==> config.mk <==
export PLATFORM = sky130hd
export DESIGN_NAME = squawk_code_entry
export DESIGN_NICKNAME = d
export VERILOG_FILES = /design/src/rtl/squawk_pkg.sv /design/src/rtl/key_debounce.sv /design/src/rtl/squawk_code_entry.sv
export SDC_FILE = /design/constraint.sdc
export NUM_CORES = 1
export LEC_CHECK = 0
export CORE_ASPECT_RATIO = 1.1
export CORE_MARGIN = 5
export CORE_UTILIZATION = 45
export CTS_CLUSTER_DIAMETER = 50
export CTS_CLUSTER_SIZE = 16
export DETAILED_ROUTE_END_ITERATION = 7
export GPL_TIMING_DRIVEN = 0
export PLACE_DENSITY = 0.69
export SETUP_SLACK_MARGIN = 0.2
export SLEW_MARGIN = 20
export SYNTH_ARGS = -nofsm -noshare
export SYNTH_HDL_FRONTEND = slang
export SYNTH_SLANG_ARGS = --single-unit
==> constraint.sdc <==
create_clock -name clock -period 1.5 [get_ports clock]
set_input_delay 0.375 -clock clock [delete_from_list [all_inputs] [get_ports clock]]
set_output_delay 0.375 -clock clock [all_outputs]
set_load 0.02 [all_outputs]
==> src/rtl/squawk_pkg.sv <==
// Shared types, squawk constants and code helpers for the squawk code entry front-end.
package squawk_pkg;

    typedef enum logic [1:0] {
        ST_LOCKED = 2'd0,
        ST_EDIT   = 2'd1,
        ST_COMMIT = 2'd2,
        ST_ALERT  = 2'd3
    } state_t;

    localparam logic [11:0] SQUAWK_HIJACK  = 12'o7500;
    localparam logic [11:0] SQUAWK_RADIO   = 12'o7600;
    localparam logic [11:0] SQUAWK_EMERG   = 12'o7700;
    localparam logic [11:0] SQUAWK_DEFAULT = 12'o7000;

    localparam logic [1:0] EMERG_NONE   = 2'b00;
    localparam logic [1:0] EMERG_HIJACK = 2'b01;
    localparam logic [1:0] EMERG_RADIO  = 2'b10;
    localparam logic [1:0] EMERG_EMERG  = 2'b11;

    function automatic logic [1:0] emergency_of(input logic [11:0] code);
        logic [1:0] e;
        e = EMERG_NONE;
        case (code)
            SQUAWK_HIJACK: e = EMERG_HIJACK;
            SQUAWK_RADIO:  e = EMERG_RADIO;
            SQUAWK_EMERG:  e = EMERG_EMERG;
            default:       e = EMERG_NONE;
        endcase
        return e;
    endfunction

    // Cursor 0 selects the leftmost digit; the 3-bit add wraps 7 to 0.
    function automatic logic [11:0] bump_digit(input logic [11:0] code, input logic [1:0] cur);
        logic [11:0] r;
        r = code;
        case (cur)
            2'd0:    r[11:9] = code[11:9] + 3'd1;
            2'd1:    r[8:6]  = code[8:6]  + 3'd1;
            2'd2:    r[5:3]  = code[5:3]  + 3'd1;
            default: r[2:0]  = code[2:0]  + 3'd1;
        endcase
        return r;
    endfunction

endpackage

==> src/rtl/key_debounce.sv <==
// Two-flop synchroniser plus debouncer for one key or switch; press pulses on an
// accepted 1->0 transition, one cycle after the accepted level changes.
module key_debounce #(
    parameter int   DEBOUNCE_CYCLES = 16,
    parameter logic IDLE_LEVEL      = 1'b1
) (
    input  logic clock,
    input  logic reset,
    input  logic raw,
    output logic level,
    output logic press
);

    localparam int CW = (DEBOUNCE_CYCLES > 1) ? $clog2(DEBOUNCE_CYCLES) : 1;
    localparam logic [CW-1:0] LAST = CW'(DEBOUNCE_CYCLES - 1);

    logic          r_sync1;
    logic          r_sync2;
    logic          r_level;
    logic          r_prev;
    logic          r_press;
    logic [CW-1:0] r_cnt;

    always_ff @(posedge clock) begin
        if (reset) begin
            r_sync1 <= IDLE_LEVEL;
            r_sync2 <= IDLE_LEVEL;
            r_level <= IDLE_LEVEL;
            r_prev  <= IDLE_LEVEL;
            r_press <= 1'b0;
            r_cnt   <= '0;
        end else begin
            r_sync1 <= raw;
            r_sync2 <= r_sync1;
            r_prev  <= r_level;
            r_press <= r_prev & ~r_level;
            // Counts consecutive samples that disagree with the accepted level.
            if (r_sync2 == r_level) begin
                r_cnt <= '0;
            end else if (r_cnt == LAST) begin
                r_level <= r_sync2;
                r_cnt   <= '0;
            end else begin
                r_cnt <= r_cnt + 1'b1;
            end
        end
    end

    assign level = r_level;
    assign press = r_press;

endmodule

==> src/rtl/squawk_code_entry.sv <==
// Squawk code entry: debounced keys drive a 4-digit octal edit buffer with cursor,
// commit to the active code, and an alert beep window after emergency codes.
//
//   state     | meaning
//   LOCKED    | edit switch off; keys ignored, edit buffer mirrors active code
//   EDIT      | cursor/increment/commit keys accepted
//   COMMIT    | one cycle; active code just loaded, code_valid high
//   ALERT     | emergency code committed; beep window running, keys ignored
module squawk_code_entry
    import squawk_pkg::*;
#(
    parameter int          DEBOUNCE_CYCLES = 16,
    parameter int          ALERT_CYCLES    = 1024,
    parameter logic [11:0] RESET_CODE      = SQUAWK_DEFAULT
) (
    input  logic        clock,
    input  logic        reset,
    input  logic        con0,
    input  logic        con1,
    input  logic        con2,
    input  logic        w,
    output logic [11:0] edit_code,
    output logic [11:0] active_code,
    output logic [1:0]  cursor,
    output logic        editing,
    output logic        code_valid,
    output logic [1:0]  emergency,
    output logic        beep_req
);

    localparam int ACW = (ALERT_CYCLES > 1) ? $clog2(ALERT_CYCLES) : 1;
    localparam logic [ACW-1:0] ALERT_LOAD = ACW'(ALERT_CYCLES - 1);

    logic w_adv, w_inc, w_commit, w_edit_en;
    logic w_con0_level, w_con1_level, w_con2_level, w_sw_press;
    logic w_unused;

    key_debounce #(.DEBOUNCE_CYCLES(DEBOUNCE_CYCLES), .IDLE_LEVEL(1'b1)) u_con0 (
        .clock(clock), .reset(reset), .raw(con0), .level(w_con0_level), .press(w_adv));
    key_debounce #(.DEBOUNCE_CYCLES(DEBOUNCE_CYCLES), .IDLE_LEVEL(1'b1)) u_con1 (
        .clock(clock), .reset(reset), .raw(con1), .level(w_con1_level), .press(w_inc));
    key_debounce #(.DEBOUNCE_CYCLES(DEBOUNCE_CYCLES), .IDLE_LEVEL(1'b1)) u_con2 (
        .clock(clock), .reset(reset), .raw(con2), .level(w_con2_level), .press(w_commit));
    key_debounce #(.DEBOUNCE_CYCLES(DEBOUNCE_CYCLES), .IDLE_LEVEL(1'b0)) u_sw (
        .clock(clock), .reset(reset), .raw(w), .level(w_edit_en), .press(w_sw_press));

    assign w_unused = ^{w_con0_level, w_con1_level, w_con2_level, w_sw_press};

    state_t           r_state;
    logic [11:0]      r_edit_code;
    logic [11:0]      r_active_code;
    logic [1:0]       r_cursor;
    logic             r_editing;
    logic             r_code_valid;
    logic [1:0]       r_emergency;
    logic             r_beep;
    logic [ACW-1:0]   r_alert_cnt;

    always_ff @(posedge clock) begin
        if (reset) begin
            r_state       <= ST_LOCKED;
            r_edit_code   <= RESET_CODE;
            r_active_code <= RESET_CODE;
            r_cursor      <= 2'd0;
            r_editing     <= 1'b0;
            r_code_valid  <= 1'b0;
            r_emergency   <= EMERG_NONE;
            r_beep        <= 1'b0;
            r_alert_cnt   <= '0;
        end else begin
            r_code_valid <= 1'b0;
            r_emergency  <= emergency_of(r_active_code);
            case (r_state)
                ST_LOCKED: begin
                    r_edit_code <= r_active_code;
                    if (w_edit_en) begin
                        r_state   <= ST_EDIT;
                        r_cursor  <= 2'd0;
                        r_editing <= 1'b1;
                    end
                end
                ST_EDIT: begin
                    // Switch off beats any same-cycle press; presses are prioritised, never queued.
                    if (!w_edit_en) begin
                        r_state     <= ST_LOCKED;
                        r_editing   <= 1'b0;
                        r_edit_code <= r_active_code;
                    end else if (w_commit) begin
                        r_state       <= ST_COMMIT;
                        r_active_code <= r_edit_code;
                        r_code_valid  <= 1'b1;
                    end else if (w_inc) begin
                        r_edit_code <= bump_digit(r_edit_code, r_cursor);
                    end else if (w_adv) begin
                        r_cursor <= r_cursor + 2'd1;
                    end
                end
                ST_COMMIT: begin
                    if (emergency_of(r_active_code) != EMERG_NONE) begin
                        r_state     <= ST_ALERT;
                        r_beep      <= 1'b1;
                        r_alert_cnt <= ALERT_LOAD;
                    end else begin
                        r_state <= ST_EDIT;
                    end
                end
                ST_ALERT: begin
                    if (!w_edit_en) begin
                        r_state     <= ST_LOCKED;
                        r_editing   <= 1'b0;
                        r_beep      <= 1'b0;
                        r_edit_code <= r_active_code;
                    end else if (r_alert_cnt == '0) begin
                        r_state <= ST_EDIT;
                        r_beep  <= 1'b0;
                    end else begin
                        r_alert_cnt <= r_alert_cnt - 1'b1;
                    end
                end
                default: r_state <= ST_LOCKED;
            endcase
        end
    end

    assign edit_code   = r_edit_code;
    assign active_code = r_active_code;
    assign cursor      = r_cursor;
    assign editing     = r_editing;
    assign code_valid  = r_code_valid;
    assign emergency   = r_emergency;
    assign beep_req    = r_beep;

endmodule

==> impl_metrics.csv <==
group,metric,value,unit
outcome,status,"finished, violations left",
outcome,violations,"setup timing",
cells_and_area,n_fill_cell,499,
worst_setup_path,cp.arrival,1890,ps
power_and_ir_drop,swShare,22.54,%
clock_network,cts_sinks,77,
clock_network,root_buffer,"clkbuf_8",
floorplan,rows,32,
placed_design,hpwl,4845,um
power_and_ir_drop,ir_worst_vdd,0.6092,mV
synthesis,syn-num-nets,372,
floorplan,die_h,99.76,um
power_and_ir_drop,switchingPower,837.4,uW
floorplan,ioPinCount,37,
power_and_ir_drop,combinationalPowerShare,2.5,%
sta,slew_violations,0,
synthesis,synth.top_cells.by_area,"dfxtp_1, ha_1, nand2_1, nor2_1, a21oi_1",
placed_design,dpl_cell_area,0.003830,mm^2
synthesis,yosys_register_bits,77,
placed_design,portBuffers,36,
power_and_ir_drop,leakage,0.001890,uW
drt,ant_nets,0,
sta,tightest_slew,349.7,ps
synthesis,post-synth-top-count-cell,"dfxtp_1",
sta,setup_viol,13,
global_routing,grt_first_pass_wirelength,13540,um
power_and_ir_drop,seqPwrFrac,54.8,%
power_and_ir_drop,clockPowerShare,42.7,%
hold_path,hp-class,"reg -> reg",
clock_network,clock_latency,350,ps
clock_network,cts_buffers,9,
drt,num_vias,2949,
cells_and_area,drive_above_1_share,56.14,%
sta,hold_ws,412.2,ps
run,cap_viol_max_count,0,
worst_setup_path,cp.required,1750,ps
sta,clock.fmax,0.6088,GHz
drt,viasPerCell,5.617,
sta,final_hold_viol_count,0,
clock_network,htree_levels,3,
sta,setup_slack,-142.6,ps
synthesis,ys.flop_type,"dfxtp_1",
clock_network,clk_pin_slew_worst_paths,80,ps
global_routing,overflow,0,
clock_network,cts_tree,"yes",
global_routing,grt_pass1_vias,2794,
drt,wl_per_cell,17.66,um
floorplan,die_area,0.009137,mm^2
placed_design,gp_congestion,0.8275,
cells_and_area,finish.utilization,68.94,%
worst_setup_path,path_class,"reg -> reg",
sta,skew,6.321,ps
drt,drc,0,
sta,slew-limit-headroom,76.58,%
cells_and_area,design_area,0.004886,mm^2
clock_network,postCtsHoldBufs,0,
floorplan,start_util,46.50,%
synthesis,yosysTopAreaCellShare,46.77,%
floorplan,die_w,91.60,um
drt,drtPass1Iterations,4,
synthesis,synth-edff-count,0,
sta,fin_crit,1643,ps
synthesis,async_reset_ff_share,0,%
synthesis,ys_top_cells_by_count,"dfxtp_1, nand2_1, nor2_1",
global_routing,antenna_found_initial,0,
power_and_ir_drop,total_power,3715,uW
sta,post-route-period-util,109.5,%
sta,rsz0062_at_grt,"true",
cells_and_area,layout.nets,456,
worst_setup_path,critPathLaunchType,"register",
synthesis,ys_types,47,
power_and_ir_drop,powerDensity,760.4,mW/mm^2
worst_setup_path,end_kind,"register",
worst_setup_path,r2r_slack,-140,ps
synthesis,synth_cells,352,
synthesis,syn_area_per_cell,9.363,um^2
synthesis,yosysTopAreaCell,"dfxtp_1",
cells_and_area,antenna_cells,0,
global_routing,grt_start_max_net_pins,14,
floorplan,core_area,0.007087,mm^2
global_routing,gr-usage-all-layers,18.57,%
synthesis,seq_area_frac_synth,46.77,%
synthesis,yosysWarnings,0,
drt,drt_iter0_drc,133,
worst_setup_path,critical_path.max_fanout,6,
cells_and_area,syn_to_final_growth,48.25,%
drt,finalWirelength,9270,um
clock_network,cts.path.max_buffers,2,
power_and_ir_drop,intPower,2878,uW
synthesis,synth_area,0.003296,mm^2
-- through the flow --
step,std cells,setup WS (ps),setup TNS (ps)
global route,525,-205.5,-1468
floorplan,352,25.00,0
CTS,509,-78.46,-559.7
finish,525,-142.6,-981.3
detailed placement,473,-711.3,-18430
global placement,473,-743.3,-19680
-- metal layers --
layer / up-vias / part of all wire (%) / global-route usage (%)
met2: 117 / 49 / 31.25
met5: - / 0 / 0
met1: 1410 / 40 / 22.73
met3: 35 / 6.3 / 4.312
li1: 1387 / - / -
met4: 0 / 4.3 / 7.889
-- cell usage in the layout, fill, tap and decap left out, drive strengths merged, types with 2 or more instances in the layout --
cell,synthesis,routed
buf,12,80
dfxtp,77,77
nand2,44,44
nor2,39,39
a21oi,25,25
inv,14,14
ha,14,14
clkbuf,4,13
nand3,11,11
a311oi,10,10
nand3b,9,9
or2,9,9
nor3,9,9
xor2,8,8
mux2i,8,8
xnor2,8,8
or3,5,5
a211oi,5,5
and3,4,4
nand2b,4,4
clkdlybuf4s50,0,4
nor2b,4,4
o21ai,4,4
o22a,3,3
a32o,3,3
clkinvlp,0,3
and2,3,3
nor4,2,2
nor4b,2,2
nand4b,2,2
a31oi,2,2
-- cell type report --
type                    count  area, um^2  share of cell area, %
plain buffers              16       193.9                  3.969
clock buffers              10       137.6                  2.817
clock inverters             5       61.31                  1.255
inverters                  14       52.55                  1.076
multi-input cells         245        2063                  42.23
flip-flops and latches     77        1622                  33.19
well taps                  85       106.4                  2.177
repair buffers             73       649.4                  13.29
-- sequential cells by signal (all words and copies together), names as in the netlist, 2 cells and up --
| name | cells |
|---|---|
| edit_code | 12 |
| u_con2.r_cnt | 4 |
| r_state | 2 |
| emergency | 2 |
| u_sw.r_cnt | 4 |
| r_alert_cnt | 10 |
| u_con0.r_cnt | 4 |
| u_con1.r_cnt | 4 |
| active_code | 12 |
| cursor | 2 |
-- final timing paths --
path | cells after the start | startpoint | end
setup reg to reg | 6 | active_code[1] | r_alert_cnt[6]
hold / removal | 2 | u_con0.r_prev | u_con0.press
setup / recovery | 6 | active_code[1] | r_alert_cnt[6]
hold reg to reg | 2 | u_con0.r_prev | u_con0.press
-- kinds of logic after synthesis --
logic type / count (synthesis) / share of synthesized area (%)
adder cells (fa/ha/maj): 14 / 5.315
AND/OR/NAND/NOR: 150 / 24.64
AO/OA/AOI/OAI: 57 / 11.66
flip-flops: 77 / 46.77
XOR/XNOR: 16 / 4.252
multiplexers: 8 / 2.430
buffers and inverters: 30 / 4.935
-- power by group through the flow --
stage | clock (uW) | combinational (uW) | sequential, uW
after detailed placement | 0 | 77.2 | 2110
after global placement | 0 | 77.7 | 2110
after global routing | 1700 | 100 | 2040
after CTS | 1600 | 86.3 | 2060
final | 1580 | 94.1 | 2040
after floorplan | 0 | 45.7 | 2110
-- worst max-delay path: stages (launching register included) --
cell and delay, ps:
dfxtp_4 370, nor4_4 300, nand3_2 200, nor3_4 200, buf_6 160, a311oi_1 50, a311oi_1 250
-- what timing repair did --
item,4_1_cts,5_1_grt
setup buffers,18,16
cloned,3,0
gates resized for setup,235,102
endpoints found under the setup margin,95,77
pin swaps,43,35
Power figures use the tool's default switching activity.
